[src/rtl/ram_bist_pkg.sv]
// Shared constants and state encoding for the RAM self-test controller.
package ram_bist_pkg;
  localparam int DEPTH  = 128;
  localparam int ADDR_W = 8;
  localparam int DATA_W = 8;
  localparam logic [DATA_W-1:0] PAT = 8'h55;

  typedef enum logic [2:0] {IDLE, W0, RW1, RW2, R3, DONE} state_t;
endpackage

[src/rtl/ram_bist_addr_gen.sv]
// Up/down address counter with synchronous load and a terminal-address flag.
// last is combinational on the current count and direction; no wrap is ever requested by the controller.
module ram_bist_addr_gen
  import ram_bist_pkg::*;
#(
  parameter int N = 128
) (
  input  logic              clk,
  input  logic              rst_n,
  input  logic              load,
  input  logic [ADDR_W-1:0] load_val,
  input  logic              step,
  input  logic              up,
  output logic [ADDR_W-1:0] addr,
  output logic              last
);

  always_ff @(posedge clk or negedge rst_n) begin
    if (!rst_n) begin
      addr <= '0;
    end else if (load) begin
      addr <= load_val;
    end else if (step) begin
      addr <= up ? addr + 1'b1 : addr - 1'b1;
    end
  end

  assign last = up ? (addr == ADDR_W'(N - 1)) : (addr == '0);

endmodule

[src/rtl/ram_bist.sv]
// March-style BIST for a 128x8 synchronous RAM: W0(up), RW1(up), RW2(down), pipelined R3(up) + flush.
// All RAM controls are registered; read data is compared one edge after the read address was sampled.
module ram_bist #(
  parameter int DEPTH = ram_bist_pkg::DEPTH,
  parameter logic [ram_bist_pkg::DATA_W-1:0] PAT = ram_bist_pkg::PAT
) (
  input  logic                              clk,
  input  logic                              rst_n,
  input  logic                              start,
  output logic                              cs,
  output logic                              wr_e,
  output logic                              o_e,
  output logic [ram_bist_pkg::ADDR_W-1:0]   addr,
  output logic [ram_bist_pkg::DATA_W-1:0]   wdata,
  input  logic [ram_bist_pkg::DATA_W-1:0]   rdata,
  output logic                              busy,
  output logic                              done,
  output logic                              pass,
  output logic [ram_bist_pkg::ADDR_W-1:0]   fail_addr,
  output logic [ram_bist_pkg::DATA_W-1:0]   fail_data
);
  import ram_bist_pkg::*;

  state_t              state;
  logic                ph;        // RW phases: 0 = read cycle, 1 = compare/write cycle
  logic                flush;
  logic                cmp_vld;
  logic [ADDR_W-1:0]   cmp_addr;
  logic [DATA_W-1:0]   exp_dat;
  logic                ag_load, ag_step, ag_up, ag_last;
  logic [ADDR_W-1:0]   ag_val;

  assign o_e     = cs & ~wr_e;
  assign exp_dat = (state == RW2) ? ~PAT : PAT;

  ram_bist_addr_gen #(.N(DEPTH)) u_addr_gen (
    .clk      (clk),
    .rst_n    (rst_n),
    .load     (ag_load),
    .load_val (ag_val),
    .step     (ag_step),
    .up       (ag_up),
    .addr     (addr),
    .last     (ag_last)
  );

  always_comb begin
    ag_load = 1'b0;
    ag_step = 1'b0;
    ag_val  = '0;
    ag_up   = (state != RW2);
    case (state)
      IDLE, DONE: ag_load = start;
      W0: begin
        ag_load = ag_last;
        ag_step = !ag_last;
      end
      RW1, RW2: begin
        if (ph && rdata == exp_dat) begin
          ag_load = ag_last;
          ag_step = !ag_last;
          ag_val  = (state == RW1) ? ADDR_W'(DEPTH - 1) : '0;
        end
      end
      R3: ag_step = !flush && !(cmp_vld && rdata != PAT) && !ag_last;
      default: ;
    endcase
  end

  always_ff @(posedge clk or negedge rst_n) begin
    if (!rst_n) begin
      state     <= IDLE;
      ph        <= 1'b0;
      flush     <= 1'b0;
      cmp_vld   <= 1'b0;
      cmp_addr  <= '0;
      cs        <= 1'b0;
      wr_e      <= 1'b0;
      wdata     <= '0;
      busy      <= 1'b0;
      done      <= 1'b0;
      pass      <= 1'b0;
      fail_addr <= '0;
      fail_data <= '0;
    end else begin
      case (state)
        IDLE, DONE: begin
          if (start) begin
            state     <= W0;
            busy      <= 1'b1;
            done      <= 1'b0;
            pass      <= 1'b0;
            fail_addr <= '0;
            fail_data <= '0;
            cs        <= 1'b1;
            wr_e      <= 1'b1;
            wdata     <= PAT;
          end
        end
        W0: begin
          if (ag_last) begin
            state <= RW1;
            ph    <= 1'b0;
            wr_e  <= 1'b0;
          end
        end
        RW1, RW2: begin
          if (!ph) begin
            ph    <= 1'b1;
            wr_e  <= 1'b1;
            wdata <= (state == RW1) ? ~PAT : PAT;
          end else if (rdata != exp_dat) begin
            state     <= DONE;
            cs        <= 1'b0;
            wr_e      <= 1'b0;
            busy      <= 1'b0;
            done      <= 1'b1;
            pass      <= 1'b0;
            fail_addr <= addr;
            fail_data <= rdata;
          end else begin
            ph   <= 1'b0;
            wr_e <= 1'b0;
            if (ag_last) begin
              state   <= (state == RW1) ? RW2 : R3;
              cmp_vld <= 1'b0;
              flush   <= 1'b0;
            end
          end
        end
        R3: begin
          // rdata here belongs to the read issued one cycle earlier (cmp_addr)
          if (cmp_vld && rdata != PAT) begin
            state     <= DONE;
            cs        <= 1'b0;
            wr_e      <= 1'b0;
            busy      <= 1'b0;
            done      <= 1'b1;
            pass      <= 1'b0;
            fail_addr <= cmp_addr;
            fail_data <= rdata;
          end else if (flush) begin
            state <= DONE;
            busy  <= 1'b0;
            done  <= 1'b1;
            pass  <= 1'b1;
            flush <= 1'b0;
          end else begin
            cmp_vld  <= 1'b1;
            cmp_addr <= addr;
            if (ag_last) begin
              flush <= 1'b1;
              cs    <= 1'b0;
            end
          end
        end
        default: state <= IDLE;
      endcase
    end
  end

endmodule

[config.mk]
export PLATFORM = sky130hd
export DESIGN_NAME = ram_bist
export DESIGN_NICKNAME = d
export VERILOG_FILES = /design/src/rtl/ram_bist_pkg.sv /design/src/rtl/ram_bist_addr_gen.sv /design/src/rtl/ram_bist.sv
export SDC_FILE = /design/constraint.sdc
export NUM_CORES = 1
export LEC_CHECK = 0
export CAP_MARGIN = 15
export CORE_ASPECT_RATIO = 0.5
export CORE_MARGIN = 4
export CORE_UTILIZATION = 60
export DETAILED_ROUTE_END_ITERATION = 7
export DONT_BUFFER_PORTS = 1
export HOLD_SLACK_MARGIN = 0.1
export PLACE_DENSITY = 0.76
export SYNTH_ARGS = -nofsm -noshare
export SYNTH_HDL_FRONTEND = slang
export SYNTH_SLANG_ARGS = --single-unit
export TNS_END_PERCENT = 10
[constraint.sdc]
create_clock -name clk -period 2.3 [get_ports clk]
set_input_delay 0.46 -clock clk [delete_from_list [all_inputs] [get_ports clk]]
set_output_delay 0.46 -clock clk [all_outputs]
set_load 0.005 [all_outputs]
# Yosys cells after proc, flatten, opt, wreduce, memory -nomap -nowiden
# Cells that the tools add are included.
# op_classes
add_sub_neg	2
multipliers	0
div_mod_pow	0
order_cmp	0
eq_ne	24
shift	0
muxes	67
bitwise	4
reduce_logical	27
# ops
operator	n
$mux 8	14
$pmux 8 s3	2
$mux 1	28
$mux 3	8
$mux 7	3
$ne 2x2->1 const B	10
$reduce_and 5->1	4
$pmux 1 s3	6
$pmux 8 s2	1
$ne 3x3->1 const B	4
$pmux 3 s4	1
$reduce_and 6->1	2
$add 8x1->8 const B	1
$eq 8x7->1 const B	1
$eq 8x8->1	1
$logic_not 8->1	1
$ne 8x7->1 const B	1
$ne 8x8->1	1
$reduce_bool 2->1	4
$sub 8x1->8 const B	1
$eq 3x2->1 const B	2
$eq 3x3->1 const B	2
$pmux 1 s2	3
$reduce_and 3->1	2
other kinds (13)	21
# word_totals
regBits	51
latch_bits	0
ramBits	0
romBits	0
in_bits	11
output_inout_bits	38
word_cells	138
memories	0

# Logic depth before layout (Yosys ltp)
# depth
word_depth	8
depth_mapped	9
ltp_nobuf	8

# Hierarchy
# From an unflattened synthesis, not the netlist that was laid out.
# unflattened
hier_cells	262
hier_area_um2	2721.4
# by_module_without_submodules
module	n_inst	cells_each	area_each_um2	seq_area_each_um2
ram_bist	1	180	1999.4	925.9
ram_bist_addr_gen	1	82	721.9	200.2

# Worst setup path after synthesis
# Ideal clock, no wire load.
# synth_timing
kind	input-to-reg
from	input rdata[3] in the netlist's numbering
to	register state[0]
setup_ps	128
arrival_ps	1862
t_required_ps	2172
path_slack_ps	310
stages	6
path_buffers	0
path_cell_list	nand4bb_2 -> or3_1 -> a21oi_2 -> nor2_1 -> o21ai_2 -> mux2_1
# synth_via
elab_chain_cells	4
word_cells_on_any_way	10
classes_between	4 x eq/ne; 4 x mux; 2 x reduce/logical
# synth_lines
element	line_no	text
from (decl)	ram_bist.sv:15	input logic [ram_bist_pkg::DATA_W-1:0] rdata,
$ne 8x8->1 / $ne 8x7->1 (equally long branches)	ram_bist.sv:112, ram_bist.sv:133	
$mux 3 / $logic_and 1x1->1 (equally long branches)	ram_bist.sv:112, ram_bist.sv:133	
$mux 3, or another cell as far along	ram_bist.sv:108	if (!ph) begin
$pmux 3 s4 / $reduce_and 5->1 (equally long branches)	-	
to (signal assigned)	ram_bist.sv:125	state <= (state == RW1) ? RW2 : R3;
to (decl)	ram_bist.sv:24	state_t state;
# Several ways; a longest one is shown, not always the timed one. The select of a mux whose other input is x is not followed.
# A chain may end at the register's enable or synchronous reset.

# Worst setup path after layout
# layout_timing
from	register state[0]
to	register u_addr_gen.addr[4]
# layout_via
elab_chain_cells	7
word_cells_on_any_way	26
classes_between	7 x eq/ne; 12 x mux; 7 x reduce/logical
# layout_lines
element	line_no	text
$eq 3x2->1	ram_bist.sv:34, ram_bist.sv:52	
$mux 8	ram_bist.sv:34	assign exp_dat = (state == RW2) ? ~PAT : PAT;
$eq 8x8->1	ram_bist.sv:59	if (ph && rdata == exp_dat) begin
$logic_and 1x1->1	ram_bist.sv:59	
$mux 1 / $mux 7 (equally long branches)	ram_bist.sv:59	
$pmux 1 s3 / $mux 7 (equally long branches)	ram_bist.sv:52	case (state)
$mux 8 / $reduce_bool 2->1 (equally long branches)	-	
to (signal assigned)	ram_bist_addr_gen.sv:22	addr <= load_val;
to (signal assigned)	ram_bist_addr_gen.sv:24	addr <= up ? addr + 1'b1 : addr - 1'b1;
to (decl)	ram_bist_addr_gen.sv:14	output logic [ADDR_W-1:0] addr,
# Several ways; a longest one is shown, not always the timed one. The select of a mux whose other input is x is not followed.

==> impl_metrics.env <==
export IMPL_status="finished, final reports clean"
export IMPL_dr_pass1_iters=5
export IMPL_finalClockSkew_ns=0.005777
export IMPL_finalSetupViolations=0
export IMPL_hold_class="primary input to register"
export IMPL_place_area_um2=2532
export IMPL_whs_path_depth=1
export IMPL_area_growth_pct=7.332
export IMPL_layout_drive_gt1_share=0.1679
export IMPL_fillCellCount=319
export IMPL_die_area_um2=5342
export IMPL_irDropWorstVdd_v=0.0005676
export IMPL_tritoncts="built"
export IMPL_rows=16
export IMPL_reg2reg_to="u_addr_gen.addr[4]"
export IMPL_core_area_um2=3964
export IMPL_finish_instance_area_um2=2693
export IMPL_nets=279
export IMPL_grt_start_max_net_pins=46
export IMPL_tightest_slew_ns=0.5087
export IMPL_track_usage=0.2128
export IMPL_grt_pass1_vias=1853
export IMPL_grt_use_met2=0.3489
export IMPL_grt_pass1_wl_mm=8.825
export IMPL_root_buffer="clkbuf_8"
export IMPL_die_w_um=99.45
export IMPL_synth_top_area_cell="dfrtp_1"
export IMPL_syn_avg_cell_area_um2=9.396
export IMPL_synth_edf_count=0
export IMPL_ant_nets=0
export IMPL_maxCapViolCount=0
export IMPL_grt_remaining_overflow=0
export IMPL_clkSinkCount=45
export IMPL_busiest_layer="met2"
export IMPL_hold_viol_final=0
export IMPL_seq_area_frac_synth=0.4489
export IMPL_synth_ff_type="dfrtp_1"
export IMPL_critPathKind="register to register"
export IMPL_tns_ns=0
export IMPL_synth_seq_cells=45
export IMPL_initial_core_util=0.6329
export IMPL_antenna_found_initial=0
export IMPL_cp_end_kind="register"
export IMPL_power_density_nw_per_um2=1129
export IMPL_drc=0
export IMPL_r2r_start="state[0]"
export IMPL_drt_total_wl_mm=5.445
export IMPL_slew_headroom=0.6598
export IMPL_netlist_area_um2=2509
export IMPL_finalCritPeriodShare=0.9206
export IMPL_htree_levels=2
export IMPL_synthArstFlopShare=1.000
export IMPL_period_needed_ns=2.117
export IMPL_syn_instance_count=267
export IMPL_hp_start="start"
export IMPL_portBuffers=0
export IMPL_grt_setup_unrepaired="false"
export IMPL_stdcell_count=322
export IMPL_final_cell_mix="dfrtp_1, nand2_1, a21oi_1"
export IMPL_yosys_top_cells_area="dfrtp_1, a21oi_1, nand2_1, nor2_1, o21ai_0"
export IMPL_grt_util_met1=0.2855
export IMPL_clk_pin_slew_ns=0.08
export IMPL_dp_hpwl_mm=3.868
export IMPL_vias=1994
export IMPL_dp_cells=312
export IMPL_gp_congestion=0.9343
export IMPL_die_height_um=53.72
export IMPL_cts_made_buffers=5
export IMPL_cts_buffer_depth=2
export IMPL_synth_cell_type_count=57
export IMPL_yosys_warnings=0
export IMPL_netlist_area_leader_share=0.4489
export IMPL_drt_iter0_drc=95
export IMPL_drt_vias_per_instance=6.193
export IMPL_drv_slew=0
export IMPL_p_leak_uw=0.001160
export IMPL_io_pins=49
export IMPL_fmaxAchievable_mhz=472.3
export IMPL_required_ns=2.47
export IMPL_holdPathEnd="done"
export IMPL_syn_num_nets=279
export IMPL_post_drt_wl_per_cell_um=16.91
export IMPL_crit_arrival_ns=2.29
export IMPL_final_common_cell="dfrtp_1"
export IMPL_worst_setup_path_start_kind="register"
export IMPL_use_met3=0.05692
export IMPL_worstPathMaxFanout=11
export IMPL_r2r_setup_slack_ns=0.18
export IMPL_insertedDiodeCount=0
export IMPL_clk_insertion_delay_late_ns=0.30
export IMPL_reg2regPathDepth=8
## cell families (layout without fill, tap and decap cells)
| kind of cell | after synthesis | after routing | synth area share |
|---|---|---|---|
| xor gates and xnor gates | 7 | 7 | 0.02444 |
| AOI/OAI and AO/OA | 69 | 69 | 0.1800 |
| adders and majority gates | 1 | 1 | 0.004987 |
| and+or+nand+nor | 112 | 112 | 0.2643 |
| buffers and inverters | 31 | 32 | 0.06833 |
| muxes | 2 | 2 | 0.008977 |
| DFF | 45 | 45 | 0.4489 |
## report_power, final
group / total, uW / internal [uW] / switching, uW
Combinational: 1080 / 460 / 620
Sequential: 1340 / 1030 / 303
Clock: 624 / 353 / 271
## state kept, by name (all words and copies together), names as in the netlist
signal and flops:
wr_e 1, fail_addr 8, cmp_vld 1, state 3, done 1, cs 1
fail_data 8, pass 1, wdata 2, ph 1, flush 1, cmp_addr 8
u_addr_gen.addr 8, busy 1
## synthesized netlist by cell type (4+ instances only)
master	n
nor3_1	8
buf_4	8
inv_1	10
nor3_2	4
nand3_1	11
nand2_1	33
a22oi_1	8
a21oi_1	26
buf_2	7
nor2b_1	6
o21ai_0	13
xnor2_1	7
nor2_1	19
dfrtp_1	45
## cell type report
type	instances	area, um2	share of cell area
clock buffer	6	82.58	0.03067
sequential	45	1129	0.4191
timing repair buffer	14	127.6	0.04740
clock inverter	2	37.54	0.01394
multi-input combinational	191	1211	0.4498
inverter	10	37.54	0.01394
tap	54	67.56	0.02509
## how the worst max path moves through the flow
stage                        start            endpoint
after floorplan           rdata[3]            state[0]
after global placement    rdata[3]            state[0]
after detailed placement  state[1]  u_addr_gen.addr[4]
after CTS                 state[1]  u_addr_gen.addr[4]
after global routing      state[2]  u_addr_gen.addr[4]
final                     state[0]  u_addr_gen.addr[4]
## through the flow
stage,total power [uW],hold WS [ns],util,worst slack [ns]
2_1_floorplan,2113,0.1644,-,0.3103
3_3_place_gp,2362,0.1656,0.6389,0.2066
3_5_place_dp,2400,0.1655,0.6389,0.1447
4_1_cts,3059,0.2478,0.6787,0.1177
5_1_grt,3252,0.2341,0.6793,0.03049
6_report,3041,0.2512,0.6793,0.1826
## per-layer routing
layer / vias up / share of wire / wire [um]
met2: 67 / 0.46 / 2482
met5: - / 0 / 0
met3: 8 / 0.071 / 385
met1: 976 / 0.46 / 2529
met4: 0 / 0.0088 / 48
li1: 943 / - / -
## critical path, cell delays in order, from the launching register on
cell and delay [ns]:
dfrtp_1 0.57, nand3b_4 0.19, xnor2_1 0.17, ha_1 0.27
nor3_1 0.25, nand2_1 0.10, a211oi_2 0.21, xnor2_1 0.15
a21oi_1 0.09
## repair_timing
item | CTS | global route
resized for setup | 0 | 2
buffers inserted | 0 | 0
hold endpoints to repair | 45 | 0
hold buffers | 2 | 0
endpoints found under the setup margin | 0 | 2
Power figures use the tool's default switching activity.
